`config.mk`:
```
export PLATFORM = sky130hd
export DESIGN_NAME = slt_seq_compare
export DESIGN_NICKNAME = d
export VERILOG_FILES = /design/src/rtl/slt_pkg.sv /design/src/rtl/slt_chunk_cmp.sv /design/src/rtl/slt_seq_compare.sv
export SDC_FILE = /design/constraint.sdc
export NUM_CORES = 1
export LEC_CHECK = 0
export ABC_CLOCK_PERIOD_IN_PS = 3400
export CAP_MARGIN = 20
export CORE_ASPECT_RATIO = 0.5
export CORE_MARGIN = 10
export CORE_UTILIZATION = 35
export DETAILED_ROUTE_END_ITERATION = 16
export GPL_TIMING_DRIVEN = 0
export PLACE_DENSITY = 0.64
export SYNTH_ARGS = -nofsm -noshare
export SYNTH_HDL_FRONTEND = slang
export SYNTH_SLANG_ARGS = --single-unit
```
`constraint.sdc`:
```
create_clock -name clk -period 3.4 [get_ports clk]
set_input_delay 0.68 -clock clk [delete_from_list [all_inputs] [get_ports clk]]
set_output_delay 0.68 -clock clk [all_outputs]
set_load 0.005 [all_outputs]
```
`src/rtl/slt_pkg.sv`:
```
// Shared types and sizing helpers for the multi-cycle set-on-less-than unit.
package slt_pkg;

  typedef enum logic [1:0] {
    IDLE = 2'd0,
    CMP  = 2'd1,
    DONE = 2'd2
  } state_e;

  function automatic int calc_nchunk(input int width, input int chunk);
    return width / chunk;
  endfunction

  // A single-chunk configuration still needs a 1-bit index register.
  function automatic int calc_idx_w(input int nchunk);
    return (nchunk > 1) ? $clog2(nchunk) : 1;
  endfunction

  localparam logic RESULT_PAD_BIT = 1'b0;

endpackage

```
`src/rtl/slt_chunk_cmp.sv`:
```
// Combinational unsigned compare of one operand chunk.
module slt_chunk_cmp #(
  parameter int W = 8
) (
  input  logic [W-1:0] a_i,
  input  logic [W-1:0] b_i,
  output logic         lt_o,
  output logic         eq_o
);

  assign lt_o = (a_i < b_i);
  assign eq_o = (a_i == b_i);

endmodule

```
`src/rtl/slt_seq_compare.sv`:
```
// Multi-cycle slt/sltu: walks operand chunks MSB-first, stopping at the first
// differing chunk, and returns the zero-extended less-than flag.
module slt_seq_compare
  import slt_pkg::*;
#(
  parameter int WIDTH = 32,
  parameter int CHUNK = 8
) (
  input  logic             clk,
  input  logic             reset,
  input  logic             start,
  input  logic             is_signed,
  input  logic [WIDTH-1:0] a,
  input  logic [WIDTH-1:0] b,
  output logic             busy,
  output logic             done,
  output logic [WIDTH-1:0] result
);

  localparam int NCHUNK = calc_nchunk(WIDTH, CHUNK);
  localparam int IDX_W  = calc_idx_w(NCHUNK);
  localparam logic [IDX_W-1:0] IDX_TOP = IDX_W'(NCHUNK - 1);
  localparam logic [WIDTH-1:0] SIGN_MASK = {1'b1, {(WIDTH-1){1'b0}}};

  state_e           state_q, state_d;
  logic [WIDTH-1:0] a_q, a_d;
  logic [WIDTH-1:0] b_q, b_d;
  logic             signed_q, signed_d;
  logic [IDX_W-1:0] idx_q, idx_d;
  logic             lt_q, lt_d;

  logic [WIDTH-1:0] a_cmp, b_cmp;
  logic [CHUNK-1:0] a_chunk [NCHUNK];
  logic [CHUNK-1:0] b_chunk [NCHUNK];
  logic             chunk_lt, chunk_eq;

  // Biasing the sign bit turns a two's-complement order into an unsigned one.
  assign a_cmp = signed_q ? (a_q ^ SIGN_MASK) : a_q;
  assign b_cmp = signed_q ? (b_q ^ SIGN_MASK) : b_q;

  for (genvar gi = 0; gi < NCHUNK; gi++) begin : g_chunk
    assign a_chunk[gi] = a_cmp[gi*CHUNK +: CHUNK];
    assign b_chunk[gi] = b_cmp[gi*CHUNK +: CHUNK];
  end

  slt_chunk_cmp #(
    .W(CHUNK)
  ) u_chunk_cmp (
    .a_i (a_chunk[idx_q]),
    .b_i (b_chunk[idx_q]),
    .lt_o(chunk_lt),
    .eq_o(chunk_eq)
  );

  always_comb begin
    state_d  = state_q;
    a_d      = a_q;
    b_d      = b_q;
    signed_d = signed_q;
    idx_d    = idx_q;
    lt_d     = lt_q;
    unique case (state_q)
      IDLE: begin
        if (start) begin
          a_d      = a;
          b_d      = b;
          signed_d = is_signed;
          idx_d    = IDX_TOP;
          state_d  = CMP;
        end
      end
      CMP: begin
        if (!chunk_eq) begin
          lt_d    = chunk_lt;
          state_d = DONE;
        end else if (idx_q == '0) begin
          lt_d    = 1'b0;
          state_d = DONE;
        end else begin
          idx_d = idx_q - IDX_W'(1);
        end
      end
      DONE: begin
        state_d = IDLE;
      end
      default: begin
        state_d = IDLE;
      end
    endcase
  end

  always_ff @(posedge clk) begin
    if (reset) begin
      state_q  <= IDLE;
      a_q      <= '0;
      b_q      <= '0;
      signed_q <= 1'b0;
      idx_q    <= IDX_TOP;
      lt_q     <= 1'b0;
    end else begin
      state_q  <= state_d;
      a_q      <= a_d;
      b_q      <= b_d;
      signed_q <= signed_d;
      idx_q    <= idx_d;
      lt_q     <= lt_d;
    end
  end

  assign busy   = (state_q != IDLE);
  assign done   = (state_q == DONE);
  assign result = {{(WIDTH-1){RESULT_PAD_BIT}}, lt_q};

endmodule

```
==> results.yml, run 1 <==
die:
  ioPinCount: 102
  die_h_um: 89.1
  dieArea_um2: 14100
  fp.dieW_um: 158
  core_area_um2: 9380
  initial_core_util: 0.356
  rows: 25
cells_and_area:
  final_cell_mix: "nand2_1, dfxtp_1, clkdlybuf4s50_1, a21oi_1, buf_4"
  fin_nets: 582
  final_common_cell: "nand2_1"
  drive_above_1_share: 0.167
  diodes: 0
  syn_to_final_growth_pct: 37.9
  final_util: 0.491
route:
  post_drt_wl_per_cell_um: 14.7
  top_layer_used: "met4"
  first_iter_violations: 105
  met2_length_um: 4370
  drc: 0
  via_count: 2904
  firstDrtPassIters: 4
  viasPerCell: 4.60
  wirelength_met1_um: 4090
  drtAntennaViolNets: 0
  wl_met3_um: 752
  finalWirelength_um: 9270
synthesis:
  synth_top_area_share: 0.419
  syn_area_um2: 3340
  avgSynthCellArea_um2: 8.46
  synthCells: 395
  yosys_warnings: 0
  yosys-top-cells-area: "dfxtp_1, nand2_1, mux4_2"
  yosysSeqAreaShare: 0.419
  ys_types: 29
  synth_top_area_cell: "dfxtp_1"
  ys_ff_latch: 70
timing:
  setup_slack_ns: 0.752
  setup_viol: 0
  rsz0062_at_grt: "no"
  hold_violations: 0
  clock_skew_ns: 0.00547
  period_needed_ns: 2.65
  slew_headroom: 0.636
  fin_crit_sh: 0.779
  maxSlewViolCount: 0
  tightest_slew_ns: 0.546
  finalSetupTns_ns: 0
  clock.fmax_mhz: 378
placed_design:
  dpl.hpwl_um: 7160
  gp_congestion: 0.767
  pre_cts_ws_ns: 0.718
  io_buffers: 69
cts:
  clock-root-buffer: "clkbuf_16"
  cts_tree: "built"
  clk_path_buf_depth: 2
  hold_buffers: 0
  htree_num_levels: 3
  clock_latency_ns: 0.33
  clock-sinks: 70
  cts_setup_buffers: 0
  cts_made_buffers: 9
  path_clk_slew_ns: 0.06
  post_cts_resized: 0
global_routing:
  track_usage: 0.134
  antenna_found_initial: 0
  gr-total-overflow: 0
  grt_max_degree: 13
  grt_pass1_vias: 2933
  grt_pass1_wl_um: 14500
setup_path:
  cp-start-kind: "register"
  path_max_fanout: 10
  required_ns: 3.63
  arrival_ns: 2.87
  crit_path_end_kind: "register"
  r2r_setup_slack_ns: 0.75
  critical_path_class: "reg -> reg"
pwr:
  leakage_uw: 0.00193
  total_power_uw: 2270
  peakVddDrop_uv: 247
  powerDensity_nw_per_um2: 493
min_path:
  hp-class: "reg -> reg"
outcome:
  outcome: "finished, final reports clean"
run:
  drv_cap: 0
==> kinds of logic after synthesis <==
kind of cell / Yosys count / synth area share
buffers and inverters: 70 / 0.133
XOR/XNOR: 2 / 0.00524
AND/OR/NAND/NOR: 152 / 0.183
other: 1 / 0.00112
adder cells (fa/ha/maj): 9 / 0.0337
multiplexers: 16 / 0.108
AO/OA/AOI/OAI: 75 / 0.117
flip-flops: 70 / 0.419
==> stage by stage <==
stage,hold slack [ns],std cells,area (um^2)
global route,0.466,631,4610
global placement,0.440,615,4300
CTS,0.451,631,4610
finish,0.450,631,4610
floorplan,0.433,425,3450
detailed placement,0.443,615,4300
==> flip-flops by register name (all words and copies together), names as in the netlist <==
register  flops
signed_q      1
state_q       2
lt_q          1
idx_q         2
b_q          32
a_q          32
==> critical path: stages, from the launching register on <==
cell and delay (ns):
dfxtp_1 0.31, buf_2 0.26, buf_2 0.33, mux4_2 0.36, ha_1 0.34, nand4_1 0.16, nor4_2 0.51, nand2_1 0.10
a21o_1 0.18
==> cell usage after synthesis <==
library cell and n:
conb_1 1, nand3b_1 1, nor2_1 6, nor2_2 1, nand2b_1 2, nor2b_1 1
nand2_1 134, clkbuf_1 9, a21oi_1 68, and2_4 1, nand3_1 1, inv_1 11
o41ai_1 1, and2b_1 1, nand4_1 1, xor2_1 2, or3_1 2, ha_1 9
o31ai_1 1, mux4_2 16, dfxtp_1 70, o21ai_0 1, nor4_2 1, buf_6 6
buf_2 11, o21ai_1 1, buf_4 33, o31a_1 1, a21o_1 2
==> report_power, final <==
part	leakage (uW)	switching, uW	internal, uW
Clock	0.000144	352	606
Sequential	0.000575	30.8	880
Combinational	0.00121	191	211
Total	0.00193	574	1700
==> final cells by class <==
class	instances	area, um^2
fillers	957	4780
clock inverters	5	57.6
flip-flops and latches	70	1400
clock buffers	11	253
inverters	11	41.3
repair buffers	69	691
well taps	121	151
multi-input cells	285	1610
plain buffers	59	404
==> routing by layer <==
layer  up-vias  track usage
li1       1461            -
met3         7       0.0528
met4         0       0.0384
met5         -            0
met1      1359        0.159
met2        77        0.223
==> final timing paths <==
check                           startpoint        to  cells past startpoint
worst max-delay path              idx_q[1]  idx_q[1]                      8
worst min-delay path               b_q[13]   b_q[13]                      2
worst max register to register    idx_q[1]  idx_q[1]                      8
worst min register to register     b_q[13]   b_q[13]                      2
(Power assumes the default switching activity.)
==> run 2, diff against run 1 <==
--- a/config.mk
+++ b/config.mk
@@ -5,7 +5,7 @@
 export SDC_FILE = /design/constraint.sdc
 export NUM_CORES = 1
 export LEC_CHECK = 0
-export ABC_CLOCK_PERIOD_IN_PS = 3400
+export ABC_CLOCK_PERIOD_IN_PS = 2490
 export CAP_MARGIN = 20
 export CORE_ASPECT_RATIO = 0.5
 export CORE_MARGIN = 10
==> constraint.sdc (replaced) <==
create_clock -name clk -period 2.49 [get_ports clk]
set_input_delay 0.498 -clock clk [delete_from_list [all_inputs] [get_ports clk]]
set_output_delay 0.498 -clock clk [all_outputs]
set_load 0.005 [all_outputs]
==> run 2 against run 1 <==
Critical path depth fell by 1. Global-route usage is 0.093 points higher. Combinational power grew 41%. Sequential share of layout area is 0.27 points lower. Final cell count unchanged.
==> results.yml, run 2 (synthesis gave the netlist of run 1 again) <==
cts:
  cts_made_buffers: 9
  htree_num_levels: 3
  path_clk_slew_ns: 0.06
  cts_tree: "built"
  clock-sinks: 70
  clock_latency_ns: 0.34
  clk_path_buf_depth: 2
  cts_setup_buffers: 0
  clock-root-buffer: "clkbuf_16"
timing:
  hold_violations: 0
  clock.fmax_mhz: 434
  period_needed_ns: 2.30
  slew_headroom: 0.633
  tightest_slew_ns: 0.550
  maxSlewViolCount: 0
  clock_skew_ns: 0.00779
  setup_viol: 0
  fin_crit_sh: 0.925
global_routing:
  grt_max_degree: 13
  antenna_found_initial: 0
  gr-total-overflow: 0
  track_usage: 0.135
  grt_pass1_vias: 2946
  grt_pass1_wl_um: 14600
setup_path:
  path_cells: "buf_6, mux4_2, ha_1, nand4_1, nor4_4, nand2_1, a21o_1"
  endpoint: "idx_q[1]"
  rr_startpoint: "idx_q[0]"
  r2r_setup_slack_ns: 0.19
  cpMaxStageDelayCell: "mux4_2"
  r2r-end: "idx_q[1]"
  crit_path_end_kind: "register"
  slowest_delay_ns: 0.53
  crit_buf_inv: 1
  startpoint: "idx_q[0]"
  critical_path_class: "reg -> reg"
  r2r_cells: 7
  path_max_fanout: 10
  crit_family: "simple AND/OR/NAND/NOR gates"
  arrival_ns: 2.54
  worst-path-stages: 7
  required_ns: 2.72
  cp-start-kind: "register"
die:
  ioPinCount: 102
  fp.dieW_um: 158
  core_area_um2: 9380
  die_h_um: 89.1
  initial_core_util: 0.356
  dieArea_um2: 14100
  rows: 25
pwr:
  peakVddDrop_uv: 352
  leakage_uw: 0.00195
  powerDensity_nw_per_um2: 673
  total_power_uw: 3130
placed_design:
  place_area_um2: 4300
  gp_congestion: 0.767
  io_buffers: 69
  dpl.hpwl_um: 7160
cells_and_area:
  diodes: 0
  reg_top3: "a_q x32, b_q x32"
  fin_nets: 582
  drive_above_1_share: 0.171
  final_common_cell: "nand2_1"
  syn_to_final_growth_pct: 39.1
  design_area_um2: 4650
  final_cell_mix: "nand2_1, dfxtp_1, clkdlybuf4s50_1, a21oi_1, buf_4"
min_path:
  hp-class: "reg -> reg"
run:
  drv_cap: 0
route:
  drtAntennaViolNets: 0
  post_drt_wl_per_cell_um: 14.9
  finalWirelength_um: 9400
  firstDrtPassIters: 4
  via_count: 2894
  drc: 0
  first_iter_violations: 90
  viasPerCell: 4.59
outcome:
  outcome: "finished, final reports clean"
run 2: cell counts in the layout (fill, tap and decap cells not counted):
No cell type changed its count.
run 2: worst min-delay path: stages (launching register included):
cell and delay [ns]:
dfxtp_1 0.30, nand2_1 0.05, a21oi_1 0.05
run 2: stage by stage:
stage          cells  setup slack [ns]  hold WS [ns]  utilization  setup TNS (ns)
2_1_floorplan    425             0.240         0.433            -               0
3_3_place_gp     615            -0.182         0.440        0.458          -0.388
3_5_place_dp     615            -0.192         0.443        0.458          -0.427
4_1_cts          631            0.0143         0.451        0.493               0
5_1_grt          631          -0.00901         0.466        0.495        -0.00901
6_report         631             0.187         0.450        0.495               0
run 2: power breakdown:
group | total, uW | switching [uW] | leakage [uW] | internal (uW)
Clock | 1320 | 491 | 0.000144 | 827
Combinational | 565 | 272 | 0.00123 | 292
Sequential | 1240 | 42.6 | 0.000575 | 1200
Total | 3130 | 806 | 0.00195 | 2320
run 2: cell type report:
cell class,count,area [um^2]
Multi-Input combinational cell,285,1630
Buffer,59,427
Fill cell,953,4740
Timing Repair Buffer,69,691
Inverter,11,41.3
Clock inverter,5,57.6
Clock buffer,11,253
Sequential cell,70,1400
Tap cell,121,151
run 2: what timing repair did:
action	in CTS	in global routing
endpoints found under the setup margin	4	5
pin swaps	1	1
gates cloned	0	0
hold buffers	0	0
gates resized for setup	4	7
run 2: worst min path at each step:
stage,depth (start not counted),endpoint,startpoint,slack (ns)
floorplan,2,a_q[16],a_q[16],0.43
finish,2,b_q[13],b_q[13],0.45
global placement,2,b_q[13],b_q[13],0.44
global route,2,a_q[16],a_q[16],0.47
detailed placement,2,b_q[13],b_q[13],0.44
CTS,2,b_q[13],b_q[13],0.45
run 2: layer usage:
layer | vias to the layer above | global-route usage | routed length (um)
met1 | 1354 | 0.159 | 4140
met5 | - | 0 | 0
li1 | 1458 | - | -
met4 | 0 | 0.0384 | 78
met3 | 6 | 0.0528 | 736
met2 | 76 | 0.226 | 4440
